[src/rtl/lc3b_control_fsm.sv]
// lc3b_control_fsm
//   Microsequencer for the LC-3b datapath. This is a Moore-style fetch/decode/
//   execute FSM that drives every datapath load enable, bus gate, mux select
//   and the ALU opcode. Outputs depend on the current state and IR, with two
//   exceptions: the BR LDPC term uses N/Z/P, and instr_done in S_STW2 uses R.
//
// Ports
//   clk          rising-edge clock
//   reset        asynchronous, active-low reset
//   IR[15:0]     instruction register contents
//   N, Z, P      condition codes
//   R            memory ready; an access completes in a cycle where R=1
//   aluop[2:0]   ALU operation
//   LDCC/LDIR/LDREG/LDPC/LDMAR/LDMDR   register load enables
//   MEMEN        memory write enable
//   GatePC/GateMDR/GateALU/GateMARMUX  bus drivers (at most one high at a time)
//   MuxALU       0=SR2, 1=imm5
//   MuxAddr1     0=PC, 1=BaseR
//   MuxAddr2     00=zero, 01=off11, 10=off6, 11=off9
//   MuxPC        00=PC+2, 01=bus, 10=address adder
//   instr_done   one-cycle pulse in the last state of each instruction
//   illegal      (only when ILLEGAL_OP_EN is defined) high in S_HALT
//
// Build option: ILLEGAL_OP_EN. When it is defined, an unknown opcode stops the
// FSM in S_HALT until reset. When it is not defined, an unknown opcode is a NOP.
//
// state   | meaning
// S_RST   | post-reset idle, all outputs low
// S_F1    | MAR <- PC, PC <- PC+2
// S_F2    | MDR <- M[MAR], wait on R
// S_F3    | IR <- MDR
// S_DEC   | dispatch on opcode
// S_ALU   | ADD/AND/XOR write-back
// S_BR    | conditional branch
// S_JMP   | PC <- BaseR
// S_LDW1  | MAR <- BaseR + off6
// S_LDW2  | MDR <- M[MAR], wait on R
// S_LDW3  | DR <- MDR
// S_STW1  | MAR <- BaseR + off6
// S_STW2  | M[MAR] <- MDR, wait on R
// S_LEA   | DR <- PC + off9
// S_HALT  | illegal opcode trap (ILLEGAL_OP_EN only)

module lc3b_control_fsm #(
  parameter logic [2:0] ALUOP_ADD = 3'b000,
  parameter logic [2:0] ALUOP_AND = 3'b001,
  parameter logic [2:0] ALUOP_XOR = 3'b010
) (
  input  logic        clk,
  input  logic        reset,
  input  logic [15:0] IR,
  input  logic        N,
  input  logic        Z,
  input  logic        P,
  input  logic        R,
  output logic [2:0]  aluop,
  output logic        LDCC,
  output logic        LDIR,
  output logic        LDREG,
  output logic        LDPC,
  output logic        LDMAR,
  output logic        LDMDR,
  output logic        MEMEN,
  output logic        GatePC,
  output logic        GateMDR,
  output logic        GateALU,
  output logic        GateMARMUX,
  output logic        MuxALU,
  output logic        MuxAddr1,
  output logic [1:0]  MuxAddr2,
  output logic [1:0]  MuxPC,
  output logic        instr_done
`ifdef ILLEGAL_OP_EN
  ,output logic       illegal
`endif
);

  typedef enum logic [3:0] {
    S_RST  = 4'd0,  S_F1   = 4'd1,  S_F2   = 4'd2,  S_F3   = 4'd3,
    S_DEC  = 4'd4,  S_ALU  = 4'd5,  S_BR   = 4'd6,  S_JMP  = 4'd7,
    S_LDW1 = 4'd8,  S_LDW2 = 4'd9,  S_LDW3 = 4'd10, S_STW1 = 4'd11,
    S_STW2 = 4'd12, S_LEA  = 4'd13, S_HALT = 4'd14
  } state_t;

  state_t     r_state;
  state_t     w_next;
  logic [3:0] w_opcode;
  logic       w_unused;

  assign w_opcode = IR[15:12];
  // Register and offset fields belong to the datapath, not to this FSM.
  assign w_unused = &{1'b0, IR[8:6], IR[4:0]};

  always_ff @(posedge clk or negedge reset) begin
    if (!reset) r_state <= S_RST;
    else        r_state <= w_next;
  end

  always_comb begin
    w_next     = r_state;
    aluop      = ALUOP_ADD;
    LDCC       = 1'b0;
    LDIR       = 1'b0;
    LDREG      = 1'b0;
    LDPC       = 1'b0;
    LDMAR      = 1'b0;
    LDMDR      = 1'b0;
    MEMEN      = 1'b0;
    GatePC     = 1'b0;
    GateMDR    = 1'b0;
    GateALU    = 1'b0;
    GateMARMUX = 1'b0;
    MuxALU     = 1'b0;
    MuxAddr1   = 1'b0;
    MuxAddr2   = 2'b00;
    MuxPC      = 2'b00;
    instr_done = 1'b0;
`ifdef ILLEGAL_OP_EN
    illegal    = 1'b0;
`endif
    case (r_state)
      S_RST: w_next = S_F1;
      S_F1: begin
        GatePC = 1'b1;
        LDMAR  = 1'b1;
        LDPC   = 1'b1;
        w_next = S_F2;
      end
      S_F2: begin
        LDMDR = 1'b1;
        if (R) w_next = S_F3;
      end
      S_F3: begin
        LDIR   = 1'b1;
        w_next = S_DEC;
      end
      S_DEC: begin
        case (w_opcode)
          4'b0001, 4'b0101, 4'b1001: w_next = S_ALU;
          4'b0000:                   w_next = S_BR;
          4'b1100:                   w_next = S_JMP;
          4'b0110:                   w_next = S_LDW1;
          4'b0111:                   w_next = S_STW1;
          4'b1110:                   w_next = S_LEA;
          default: begin
`ifdef ILLEGAL_OP_EN
            w_next = S_HALT;
`else
            instr_done = 1'b1;
            w_next     = S_F1;
`endif
          end
        endcase
      end
      S_ALU: begin
        case (w_opcode)
          4'b0101: aluop = ALUOP_AND;
          4'b1001: aluop = ALUOP_XOR;
          default: aluop = ALUOP_ADD;
        endcase
        MuxALU     = IR[5];
        GateALU    = 1'b1;
        LDREG      = 1'b1;
        LDCC       = 1'b1;
        instr_done = 1'b1;
        w_next     = S_F1;
      end
      S_BR: begin
        MuxAddr2   = 2'b11;
        MuxPC      = 2'b10;
        LDPC       = (IR[11] & N) | (IR[10] & Z) | (IR[9] & P);
        instr_done = 1'b1;
        w_next     = S_F1;
      end
      S_JMP: begin
        MuxAddr1   = 1'b1;
        MuxPC      = 2'b10;
        LDPC       = 1'b1;
        instr_done = 1'b1;
        w_next     = S_F1;
      end
      S_LDW1, S_STW1: begin
        MuxAddr1   = 1'b1;
        MuxAddr2   = 2'b10;
        GateMARMUX = 1'b1;
        LDMAR      = 1'b1;
        w_next     = (r_state == S_LDW1) ? S_LDW2 : S_STW2;
      end
      S_LDW2: begin
        LDMDR = 1'b1;
        if (R) w_next = S_LDW3;
      end
      S_LDW3: begin
        GateMDR    = 1'b1;
        LDREG      = 1'b1;
        LDCC       = 1'b1;
        instr_done = 1'b1;
        w_next     = S_F1;
      end
      S_STW2: begin
        MEMEN = 1'b1;
        // The store retires in the cycle the memory accepts it.
        if (R) begin
          instr_done = 1'b1;
          w_next     = S_F1;
        end
      end
      S_LEA: begin
        MuxAddr2   = 2'b11;
        GateMARMUX = 1'b1;
        LDREG      = 1'b1;
        instr_done = 1'b1;
        w_next     = S_F1;
      end
      S_HALT: begin
`ifdef ILLEGAL_OP_EN
        illegal = 1'b1;
`endif
        w_next = S_HALT;
      end
      default: w_next = S_RST;
    endcase
  end

endmodule
[config.mk]
export PLATFORM = sky130hd
export DESIGN_NAME = lc3b_control_fsm
export DESIGN_NICKNAME = d
export VERILOG_FILES = /design/src/rtl/lc3b_control_fsm.sv
export SDC_FILE = /design/constraint.sdc
export NUM_CORES = 1
export LEC_CHECK = 0
export BUFFER_PORTS_ARGS = -buffer_cell sky130_fd_sc_hd__buf_2
export CORE_MARGIN = 1.5
export CORE_UTILIZATION = 45
export DETAILED_ROUTE_END_ITERATION = 10
export PLACE_DENSITY = 0.84
export SYNTH_ARGS = -nofsm -noshare
export SYNTH_HDL_FRONTEND = slang
export SYNTH_SLANG_ARGS = --single-unit
[constraint.sdc]
create_clock -name clk -period 3.11 [get_ports clk]
set_input_delay 0.622 -clock clk [delete_from_list [all_inputs] [get_ports clk]]
set_output_delay 0.622 -clock clk [all_outputs]
set_load 0.01 [all_outputs]
# Word-level counts from Yosys, hierarchy flattened
# Index checks and enable logic that the tools add are counted.
[op_classes] n_bitwise=5 eq_ne=24 n_reduce_logical=17 mux=26
[op_table] op="equality test 4 bit (second input constant)" n=10
[op_table] op="case mux 4 bit (9 select lines)" n=1
[op_table] op="equality test 4 x 3 -> 1 bit (second input constant)" n=7
[op_table] op="case mux 4 bit (6 select lines)" n=1
[op_table] op="OR reduction 3 bit" n=5
[op_table] op="2-to-1 mux 1 bit" n=14
[op_table] op="2-to-1 mux 4 bit" n=3
[op_table] op="OR reduction 2 bit" n=6
[op_table] op="equality test 4 x 1 -> 1 bit (second input constant)" n=2
[op_table] op="equality test 4 x 2 -> 1 bit (second input constant)" n=2
[op_table] op="logical NOT 4 bit" n=2
[op_table] op="case mux 2 bit (2 select lines)" n=2
[op_table] op="OR reduction 8 bit" n=1
[op_table] op="2-to-1 mux 3 bit" n=2
[op_table] op="!= test 2 bit (second input constant)" n=3
[op_table] op="OR reduction 6 bit" n=1
[op_table] op="OR reduction 5 bit" n=1
[op_table] op="AND 1 bit" n=3
[op_table] op="case mux 1 bit (3 select lines)" n=1
[op_table] op="AND reduction 3 bit" n=1
[op_table] op="2-to-1 mux 2 bit" n=1
[op_table] op="OR 1 bit" n=2
[op_table] op="case mux 1 bit (2 select lines)" n=1
[totals] in_bits=22 register_bits=4

# Logic depth before layout (Yosys ltp)
[logic_depth] ltp_word=4 ltp_mapped=6

# Least setup slack after synthesis
# Ideal clock, no wire load.
[synth_path] kind="input to output" startpoint="input port IR[12]" endpoint="output port instr_done" arrival_ns=1.530 path_buffers=1 cell_stages=4 slack_ns=0.958 path_cell_list="buf_2 -> nor3_1 -> nor3_1 -> o311ai_0"
[synth_between] elab_chain_len=4 word_cells_on_any_way=11
[synth_lines] element="start: declaration" line_no="51" source="input logic [15:0] IR,"
[synth_lines] element="equality test 4 bit, or another cell as far along" line_no="138" source="case (w_opcode)"
[synth_lines] element="OR reduction 8 bit (no source line) *"
[synth_lines] element="2-to-1 mux 1 bit *" line_no="138"
[synth_lines] element="case mux 1 bit (3 select lines) *" line_no="121" source="case (r_state)"
[synth_lines] element="end: declaration" line_no="72" source="output logic instr_done"
# Mark *: on every way between the ends. The rest lies on a longest branch, timed or not.

# Worst setup path in the final report
[layout_path] startpoint="register r_state[1]" endpoint="output port MuxAddr2[1]"
[layout_between] elab_chain_len=3 word_cells_on_any_way=7
[layout_lines] element="start: declaration" line_no="85" source="state_t r_state;"
[layout_lines] element="start signal: assignment" line_no="96" source="else r_state <= w_next;"
[layout_lines] element="equality test 4 bit / equality test 4 x 3 -> 1 bit (equally long branches)" line_no="121"
[layout_lines] element="OR reduction 2 bit (no source line)"
[layout_lines] element="case mux 2 bit (2 select lines) *" line_no="121"
[layout_lines] element="end: declaration" line_no="70" source="output logic [1:0] MuxAddr2,"
# Marks and branches as above.

==> flow_metrics.env <==
export IMPL_tightest_slew_ns=0.626
export IMPL_synth_area_top_cells="dfrtp_1 14%, nor3_1 7.1%, nor2b_1 6.2%, buf_2 5.7%, buf_4 5.3%"
export IMPL_fill_cells=153
export IMPL_grt_pass1_vias=645
export IMPL_grt_use_total_pct=19.3
export IMPL_fmax_mhz=393
export IMPL_slew_violations=0
export IMPL_wl_um=1560
export IMPL_yosysMostFrequentCell="nor3_1"
export IMPL_syn_area_per_cell_um2=6.91
export IMPL_drive_gt1_share_pct=32.3
export IMPL_grt_overflow_total=0
export IMPL_finalSetupTns_ns=0
export IMPL_holdBufCountCts=0
export IMPL_ys_top_cells_by_count="10 x nor3_1, 9 x nand2_1, 8 x buf_2"
export IMPL_regArea_um2=100
export IMPL_final_hold_viol_count=0
export IMPL_wl_per_cell_um=11.1
export IMPL_final_nets=148
export IMPL_initial_core_util_pct=47.3
export IMPL_cts_buffer_depth=2
export IMPL_skew_ns=0.00102
export IMPL_place_area_um2=803
export IMPL_grtUsageMet3_pct=3.02
export IMPL_timing_hold_ws_ns=0.181
export IMPL_critPathKind="reg2out"
export IMPL_grt_pass1_wl_um=2730
export IMPL_required_ns=2.49
export IMPL_grt_antenna_before_repair=0
export IMPL_grt_met1_usage_pct=25.3
export IMPL_grt_max_degree=25
export IMPL_top_register="r_state"
export IMPL_cts_tree="yes"
export IMPL_die_h_um=42.6
export IMPL_gp_congestion=0.798
export IMPL_fin_area_um2=826
export IMPL_synth_cells=102
export IMPL_path_clk_slew_ns=0.04
export IMPL_synthArstFlopShare_pct=100
export IMPL_power_density_mw_per_mm2=760
export IMPL_maxSlewHeadroom_pct=58.3
export IMPL_dp_hpwl_um=1150
export IMPL_area_growth_syn_to_layout_pct=17.2
export IMPL_yosys_area_top_type="dfrtp_1"
export IMPL_ir_drop_mv=0.366
export IMPL_drtIter0Drc=25
export IMPL_p_total_mw=0.627
export IMPL_period_share_pct=81.9
export IMPL_ctsResizeCount=0
export IMPL_core_mm2=0.00149
export IMPL_num_rows=14
export IMPL_vias=776
export IMPL_grt_busiest_layer="met2"
export IMPL_ctsRootBufferMaster="clkbuf_4"
export IMPL_rr_worst_depth=4
export IMPL_leakage_nw=0.396
export IMPL_antenna_left=0
export IMPL_setup_violations=0
export IMPL_fp_dieArea_mm2=0.00181
export IMPL_cap_violations=0
export IMPL_cp_end_kind="primary output"
export IMPL_largest_reg_flops=4
export IMPL_diodes=0
export IMPL_synth_seq_area_share_pct=14.2
export IMPL_ios=43
export IMPL_largest_registers="r_state x4"
export IMPL_clock_sinks=4
export IMPL_critPathMaxFanout=18
export IMPL_status="completed"
export IMPL_numPortBuffers=32
export IMPL_synth_top_area_share_pct=14.2
export IMPL_synth_area_um2=704
export IMPL_die_w_um=42.6
export IMPL_finalCriticalPeriod_ns=2.55
export IMPL_synth_edff_count=0
export IMPL_synthFlopType="dfrtp_1"
export IMPL_yosysUniqueCellTypes=40
export IMPL_synth_warnings=0
export IMPL_ys_ff_latch=4
export IMPL_startpoint_type="flip-flop"
export IMPL_drc=0
export IMPL_min_path_type="in2async"
export IMPL_numCtsBuffers=3
export IMPL_cp_arrival_ns=1.92
export IMPL_via_per_inst=5.54
export IMPL_post_cts_buffers=0
export IMPL_final_core_util_pct=55.5
export IMPL_rsz0062_at_grt="false"
export IMPL_multiInputGateArea_um2=512
export IMPL_worstSkewPairLatency_ns=0.23
export IMPL_gr_usage_met2_pct=31.4
export IMPL_htreeDepth=1
export IMPL_dr_pass1_iters=4
kinds of logic after synthesis:
family	count (synthesis)	synth area share, %
AOI/OAI and AO/OA	22	20.1
muxes	2	2.84
and+or+nand+nor	55	46.2
xor gates and xnor gates	2	2.49
DFF	4	14.2
buffers and inverters	16	13.7
other	1	0.532
cells in the final DEF (no fill, tap or decap), types with 2 or more instances in the layout:
cell type and count:
o21ai_1 2, nor3b_1 4, nand3b_1 3, and2_1 2, mux2i_1 2, buf_2 32
nor2b_1 7, and3_1 2, a21oi_1 6, conb_1 2, nand2b_1 3, nand3_1 2
nor2_1 5, nand2_1 9, dfrtp_1 4, clkbuf_4 3, nor3_1 10, o21ai_0 5
worst paths after layout:
path / from / to / slack (ns)
setup / recovery: r_state[1] / MuxAddr2[1] / 0.56
hold / removal: reset / r_state[0] / 0.18
setup reg to reg: r_state[1] / r_state[1] / 1.38
hold reg to reg: r_state[2] / r_state[2] / 0.75
max in group asynchronous: reset / r_state[2] / 2.82
min in group clk: IR[13] / r_state[3] / 0.72
final cells by class:
| class | count | share of cell area [%] |
|---|---|---|
| Multi-Input combinational cell | 83 | 62.0 |
| Timing Repair Buffer | 33 | 20.3 |
| Sequential cell | 4 | 12.1 |
| Clock buffer | 3 | 2.73 |
| Tap cell | 16 | 2.42 |
| Inverter | 1 | 0.455 |
metrics by stage:
stage          instances  setup WS [ns]
2_1_floorplan        103          0.958
3_3_place_gp         137          0.866
3_5_place_dp         137          0.813
4_1_cts              140          0.573
5_1_grt              140          0.406
6_report             140          0.564
worst max-delay path: stages (launching register included):
cell,delay (ns)
dfrtp_1,0.69
nand2b_1,0.40
mux2i_1,0.14
and2_1,0.19
nand2b_1,0.12
buf_2,0.13
metal layers:
layer,up-vias,share of wire (%)
li1,400,-
met3,2,6.4
met2,30,46
met5,-,0
met4,0,1.3
met1,344,46
power by group:
part,internal (mW),switching [mW],leakage [nW]
combinational,0.186,0.219,0.331
sequential,0.0726,0.0856,0.0507
clock,0.0431,0.0206,0.0138
total,0.302,0.325,0.396
Note: power is estimated with default switching activity, not from simulation.
